**config.mk**
```make
export PLATFORM = sky130hd
export DESIGN_NAME = fetch_queue
export DESIGN_NICKNAME = d
export VERILOG_FILES = /design/src/rtl/fetch_pkg.sv /design/src/rtl/fetch_fifo.sv /design/src/rtl/fetch_queue.sv
export SDC_FILE = /design/constraint.sdc
export NUM_CORES = 1
export LEC_CHECK = 0
export BUFFER_PORTS_ARGS = -buffer_cell sky130_fd_sc_hd__buf_4
export CAP_MARGIN = 5
export CORE_ASPECT_RATIO = 1.2
export CORE_MARGIN = 5
export CORE_UTILIZATION = 62
export DETAILED_ROUTE_END_ITERATION = 12
export HOLD_SLACK_MARGIN = 0.15
export PLACE_DENSITY = 0.85
export SYNTH_ARGS = -nofsm -noshare
export SYNTH_HDL_FRONTEND = slang
export SYNTH_SLANG_ARGS = --single-unit
```
**constraint.sdc**
```tcl
create_clock -name clk -period 6.95 [get_ports clk]
set_input_delay 0.3475 -clock clk [delete_from_list [all_inputs] [get_ports clk]]
set_output_delay 0.3475 -clock clk [all_outputs]
set_load 0.02 [all_outputs]
```
**src/rtl/fetch_pkg.sv**
```systemverilog
// Shared types and width helpers for the instruction-fetch front end.
// Default geometry matches the 16-bit core; widths are derived from DEPTH.
package fetch_pkg;

    localparam int DEF_DATA_W  = 16;
    localparam int DEF_ADDR_W  = 16;
    localparam int DEF_DEPTH   = 4;
    localparam int DEF_PC_STEP = 2;

    // Counters must hold the value DEPTH itself, pointers only 0..DEPTH-1.
    function automatic int cnt_width(input int depth);
        return $clog2(depth + 1);
    endfunction

    function automatic int ptr_width(input int depth);
        return $clog2(depth);
    endfunction

    localparam int DEF_CNT_W = cnt_width(DEF_DEPTH);
    localparam int DEF_PTR_W = ptr_width(DEF_DEPTH);

    typedef struct packed {
        logic [DEF_DATA_W-1:0] instr;
        logic [DEF_ADDR_W-1:0] pc;
    } fetch_entry_t;

endpackage

```
**src/rtl/fetch_fifo.sv**
```systemverilog
// Circular buffer of DEPTH entries (DEPTH a power of two) with push, pop and
// flush; flush wins over both. Pointers wrap naturally at DEPTH.
module fetch_fifo
    import fetch_pkg::*;
#(
    parameter int WIDTH = 32,
    parameter int DEPTH = DEF_DEPTH,
    localparam int PTR_W = ptr_width(DEPTH),
    localparam int CNT_W = cnt_width(DEPTH)
) (
    input  logic             clk,
    input  logic             rst,
    input  logic             push,
    input  logic             pop,
    input  logic             flush,
    input  logic [WIDTH-1:0] wdata,
    output logic [WIDTH-1:0] rdata,
    output logic             full,
    output logic             empty,
    output logic [CNT_W-1:0] count
);

    logic [WIDTH-1:0] mem [DEPTH];
    logic [PTR_W-1:0] head;
    logic [PTR_W-1:0] tail;
    logic             do_push;
    logic             do_pop;

    assign full    = (count == CNT_W'(DEPTH));
    assign empty   = (count == '0);
    assign do_push = push & ~full & ~flush;
    assign do_pop  = pop & ~empty & ~flush;

    always_ff @(posedge clk or posedge rst) begin
        if (rst) begin
            head  <= '0;
            tail  <= '0;
            count <= '0;
        end else if (flush) begin
            head  <= '0;
            tail  <= '0;
            count <= '0;
        end else begin
            if (do_push) tail <= tail + 1'b1;
            if (do_pop)  head <= head + 1'b1;
            count <= count + CNT_W'(do_push) - CNT_W'(do_pop);
        end
    end

    // NOTE: the storage array has no reset; a slot is only read once written, and rdata is masked while empty.
    always_ff @(posedge clk) begin
        if (do_push) mem[tail] <= wdata;
    end

    assign rdata = empty ? '0 : mem[head];

endmodule

```
**src/rtl/fetch_queue.sv**
```systemverilog
// Instruction-fetch front end: owns the PC, keeps up to DEPTH requests in
// flight to an in-order memory and queues returned instructions for decode.
module fetch_queue
    import fetch_pkg::*;
#(
    parameter int                DATA_W   = DEF_DATA_W,
    parameter int                ADDR_W   = DEF_ADDR_W,
    parameter int                DEPTH    = DEF_DEPTH,
    parameter int                PC_STEP  = DEF_PC_STEP,
    parameter logic [ADDR_W-1:0] RESET_PC = '0
) (
    input  logic              clk,
    input  logic              rst,
    output logic              imem_req,
    output logic [ADDR_W-1:0] imem_addr,
    input  logic              imem_valid,
    input  logic [DATA_W-1:0] imem_rdata,
    output logic              if_valid,
    output logic [DATA_W-1:0] if_instr,
    output logic [ADDR_W-1:0] if_pc,
    output logic [ADDR_W-1:0] if_pcs,
    input  logic              if_ready,
    input  logic              redirect,
    input  logic [ADDR_W-1:0] redirect_pc,
    input  logic              hlt_in,
    output logic              halted
);

    localparam int                CNT_W = cnt_width(DEPTH);
    localparam logic [ADDR_W-1:0] STEP  = ADDR_W'(PC_STEP);

    typedef struct packed {
        logic [DATA_W-1:0] instr;
        logic [ADDR_W-1:0] pc;
    } entry_t;

    logic [ADDR_W-1:0] fetch_pc;
    logic [ADDR_W-1:0] resp_pc;
    logic [CNT_W-1:0]  outstanding;
    logic [CNT_W-1:0]  drop;
    logic [CNT_W-1:0]  occupancy;
    logic [CNT_W:0]    in_flight;
    logic              halt;
    logic              issue;
    logic              resp_keep;
    logic              pop;
    logic              fifo_full;
    logic              fifo_empty;
    entry_t            push_entry;
    entry_t            head_entry;

    // Slots already committed (queued or in flight) bound new requests, so a response always has room.
    assign in_flight  = {1'b0, occupancy} + {1'b0, outstanding};
    assign issue      = ~rst & ~halt & ~redirect & (in_flight < (CNT_W + 1)'(DEPTH));
    assign resp_keep  = imem_valid & (drop == '0) & ~redirect & ~fifo_full;
    assign pop        = if_valid & if_ready & ~redirect;
    assign push_entry = '{instr: imem_rdata, pc: resp_pc};

    fetch_fifo #(
        .WIDTH ($bits(entry_t)),
        .DEPTH (DEPTH)
    ) u_fifo (
        .clk   (clk),
        .rst   (rst),
        .push  (resp_keep),
        .pop   (pop),
        .flush (redirect),
        .wdata (push_entry),
        .rdata (head_entry),
        .full  (fifo_full),
        .empty (fifo_empty),
        .count (occupancy)
    );

    // NOTE: non-blocking assignments let every register here sample the pre-edge values of the others.
    always_ff @(posedge clk or posedge rst) begin
        if (rst) begin
            fetch_pc    <= RESET_PC;
            resp_pc     <= RESET_PC;
            outstanding <= '0;
            drop        <= '0;
            halt        <= 1'b0;
        end else begin
            outstanding <= outstanding + CNT_W'(issue) - CNT_W'(imem_valid);
            if (redirect) begin
                fetch_pc <= redirect_pc;
                resp_pc  <= redirect_pc;
                drop     <= outstanding - CNT_W'(imem_valid);
            end else begin
                if (issue)     fetch_pc <= fetch_pc + STEP;
                if (resp_keep) resp_pc  <= resp_pc + STEP;
                if (imem_valid && drop != '0) drop <= drop - 1'b1;
            end
            if (hlt_in)        halt <= 1'b1;
            else if (redirect) halt <= 1'b0;
        end
    end

    // NOTE: every output gets a default first so this block can never infer a latch.
    always_comb begin
        if_valid = 1'b0;
        if_instr = '0;
        if_pc    = '0;
        if_pcs   = '0;
        if (!fifo_empty) begin
            if_valid = 1'b1;
            if_instr = head_entry.instr;
            if_pc    = head_entry.pc;
            if_pcs   = head_entry.pc + STEP;
        end
    end

    assign imem_req  = issue;
    assign imem_addr = fetch_pc;
    assign halted    = halt;

endmodule
```
==> impl_metrics.json <==
{
  "period_minus_slack_ns": 4.39,
  "top_signal_layer_used": "met4",
  "crit_type": "reg -> out",
  "synth_fp_nets": 623,
  "hold_viol": 0,
  "cts_resized": 0,
  "synthMostInstantiatedCell": "sky130_fd_sc_hd__edfxtp_1",
  "dpl.hpwl_mm": 10.6,
  "gp_routability_congestion": 0.862,
  "leak_pwr_nw": 3.64,
  "cts_num_sinks": 174,
  "clock_tree.htree_level_count": 4,
  "drt_first_iter_violations": 445,
  "wl_met2_mm": 8.81,
  "ys_top_cells_by_count": "128 x sky130_fd_sc_hd__edfxtp_1, 56 x sky130_fd_sc_hd__nand2_1, 46 x sky130_fd_sc_hd__dfrtp_1, 43 x sky130_fd_sc_hd__and2_1, 40 x sky130_fd_sc_hd__nor2_1",
  "synthesis.area_um2": 7900,
  "buffer_ports.inserted": 104,
  "ys.warnings.count": 0,
  "antenna_cells": 0,
  "global_route.usage.total_pct": 23.4,
  "yosys_most_used_dff": "sky130_fd_sc_hd__edfxtp_1",
  "netlist.area_leader.share_pct": 48.7,
  "worstSetupStartpointType": "flip-flop",
  "floorplan.initialDensity_pct": 62.9,
  "tritoncts": "built",
  "tns_ns": 0,
  "cts-buffers-inserted": 17,
  "relSlewSlack_pct": 24.1,
  "powerDensity_nw_per_um2": 368,
  "cp.required_ns": 6.60,
  "design.final.nets": 745,
  "synth_top_area_cell": "sky130_fd_sc_hd__edfxtp_1",
  "wirelength_mm": 17.0,
  "grt_first_pass_wirelength_mm": 27.3,
  "netlist_instances": 566,
  "grt_setup_unrepaired": "no",
  "grt_pass1_vias": 5230,
  "routedLengthMet1_mm": 6.54,
  "synth-seq-area-share_pct": 63.3,
  "detailedRoute.firstPassIterationCount": 5,
  "fmax_mhz": 228,
  "finalMaxSlewViolations": 0,
  "placementRows": 45,
  "final_util_pct": 76.2,
  "grt_start_max_net_pins": 42,
  "maximum_buffer_depth_of_the_clock_tree": 2,
  "cp_data_arrival_time_ns": 4.04,
  "routed_wire_length_per_instance_um": 19.7,
  "worst_pin_slew_ns": 1.13,
  "layout-area-overhead-vs-synth_pct": 21.2,
  "global_route.overflow_total": 0,
  "run_status": "finished, final reports clean",
  "die_width_um": 113,
  "drt-vias-per-instance": 6.05,
  "detailroute.via_count": 5235,
  "worst_case_clock_skew_ns": 0.00932,
  "netlist_top_cells_area": "sky130_fd_sc_hd__edfxtp_1 49%, sky130_fd_sc_hd__dfrtp_1 15%, sky130_fd_sc_hd__mux4_2 10%",
  "worst_setup_hold_path_clk_slew_ns": 0.07,
  "insertion_delay_ns": 0.42,
  "avgSynthCellArea_um2": 13.9,
  "crit_path_end_kind": "output port",
  "cap_viol_max_count": 0,
  "worst_hold_path_type": "in -> reg",
  "power.ir.vdd_worst_mv": 0.226,
  "synth_cell_type_count": 47,
  "core_region_area_um2": 12600,
  "synthArstFlopShare_pct": 26.4,
  "design.die.area_um2": 15100,
  "finalSetupViolations": 0,
  "yosys_register_bits": 174,
  "num_io_pins": 105,
  "final_layout_size_suffix_gt1_share_pct": 26.7,
  "met3_wirelength_mm": 1.31,
  "synth_enable_flop_cells": 128,
  "worstPathMaxFanout": 40,
  "drc_errors": 0,
  "clock-root-buffer": "sky130_fd_sc_hd__clkbuf_16",
  "grt_antenna_before_repair": 0,
  "die_height_um": 134,
  "ant_nets": 0,
  "min_period_over_period_pct": 63.1
}
[layout by cell type (no fill, tap or decap), types with 7 or more instances in the layout]
master / count
sky130_fd_sc_hd__and2_1: 43
sky130_fd_sc_hd__buf_4: 111
sky130_fd_sc_hd__clkbuf_16: 17
sky130_fd_sc_hd__dfrtp_1: 45
sky130_fd_sc_hd__dlygate4sd3_1: 18
sky130_fd_sc_hd__edfxtp_1: 128
sky130_fd_sc_hd__ha_1: 17
sky130_fd_sc_hd__inv_1: 20
sky130_fd_sc_hd__inv_6: 7
sky130_fd_sc_hd__mux4_2: 35
sky130_fd_sc_hd__nand2_1: 56
sky130_fd_sc_hd__nand3_1: 22
sky130_fd_sc_hd__nand4_1: 7
sky130_fd_sc_hd__nor2_1: 40
sky130_fd_sc_hd__o21ai_0: 32
sky130_fd_sc_hd__o311ai_0: 7
sky130_fd_sc_hd__xnor2_1: 9
sky130_fd_sc_hd__xor2_1: 10
[metal layers]
layer	global-route usage, %	vias up
met5	0	-
met2	39.8	275
met1	30.3	2564
met4	8.02	0
met3	4.63	30
li1	-	2366
[report_power, final]
group / leakage, nW / switching (W) / internal (W)
clock network: 0.278 / 0.000419 / 0.000506
logic: 1.64 / 0.000727 / 0.000555
registers: 1.72 / 0.0000954 / 0.00122
total: 3.64 / 0.00124 / 0.00228
[worst paths after layout]
check | from | to | slack (ns) | cells past startpoint
worst max-delay path | u_fifo.count[2] | if_pcs[11] | 2.56 | 9
min in group asynchronous | rst | drop[0] | 0.38 | 3
max in group asynchronous | rst | u_fifo.head[0] | 5.81 | 4
worst max register to register | u_fifo.count[2] | u_fifo.count[2] | 2.91 | 12
worst min register to register | halted | halted | 0.53 | 1
worst min-delay path | redirect_pc[0] | imem_addr[0] | 0.17 | 3
[timing repair]
action                    CTS  global route
setup buffers               0             0
hold buffers               18             0
hold endpoints to repair   71             0
[final cells by class]
type                    count  area (um2)
flip-flops and latches    174        5000
fillers                   708        2990
multi-input cells         344        2690
repair buffers            129        1010
clock buffers              17         425
well taps                 164         205
clock inverters            15         150
inverters                  22        82.6
[state kept, by name, summed over array words and instances (netlist names)]
name and cells:
u_fifo.mem 128, u_fifo.count 3, outstanding 3, u_fifo.tail 2
drop 3, u_fifo.head 2, halted 1, resp_pc 16
imem_addr 16
[kinds of logic after synthesis]
| family | synth area share, % |
|---|---|
| buffers and inverters | 2.68 |
| muxes | 10.8 |
| and+or+nand+nor | 12.4 |
| adders and majority gates | 3.20 |
| AOI/OAI and AO/OA | 5.50 |
| xor gates and xnor gates | 2.11 |
| DFF | 63.3 |
[worst max-delay path, stage by stage, from the launching register on]
cell                      delay, ns
sky130_fd_sc_hd__dfrtp_1       0.44
sky130_fd_sc_hd__nor3_2        0.91
sky130_fd_sc_hd__inv_1         0.79
sky130_fd_sc_hd__and2_1        0.38
sky130_fd_sc_hd__ha_1          0.25
sky130_fd_sc_hd__nand3_1       0.10
sky130_fd_sc_hd__nor4_2        0.07
sky130_fd_sc_hd__nand3_1       0.17
sky130_fd_sc_hd__mux2_2        0.34
sky130_fd_sc_hd__buf_4         0.16
[metrics by stage]
stage                     worst slack (ns)  hold WS [ns]  std cells  instance area [um2]  total power [W]
after floorplan                       4.04         0.440        566                 7900          0.00215
after global placement                3.15         0.259        815                 8810          0.00256
after detailed placement              2.94         0.267        815                 8810          0.00260
after CTS                             2.56         0.155        865                 9570          0.00353
after global routing                  2.34         0.161        865                 9570          0.00370
final                                 2.56         0.166        865                 9570          0.00352
No activity file was read; power rests on OpenSTA's default activity.
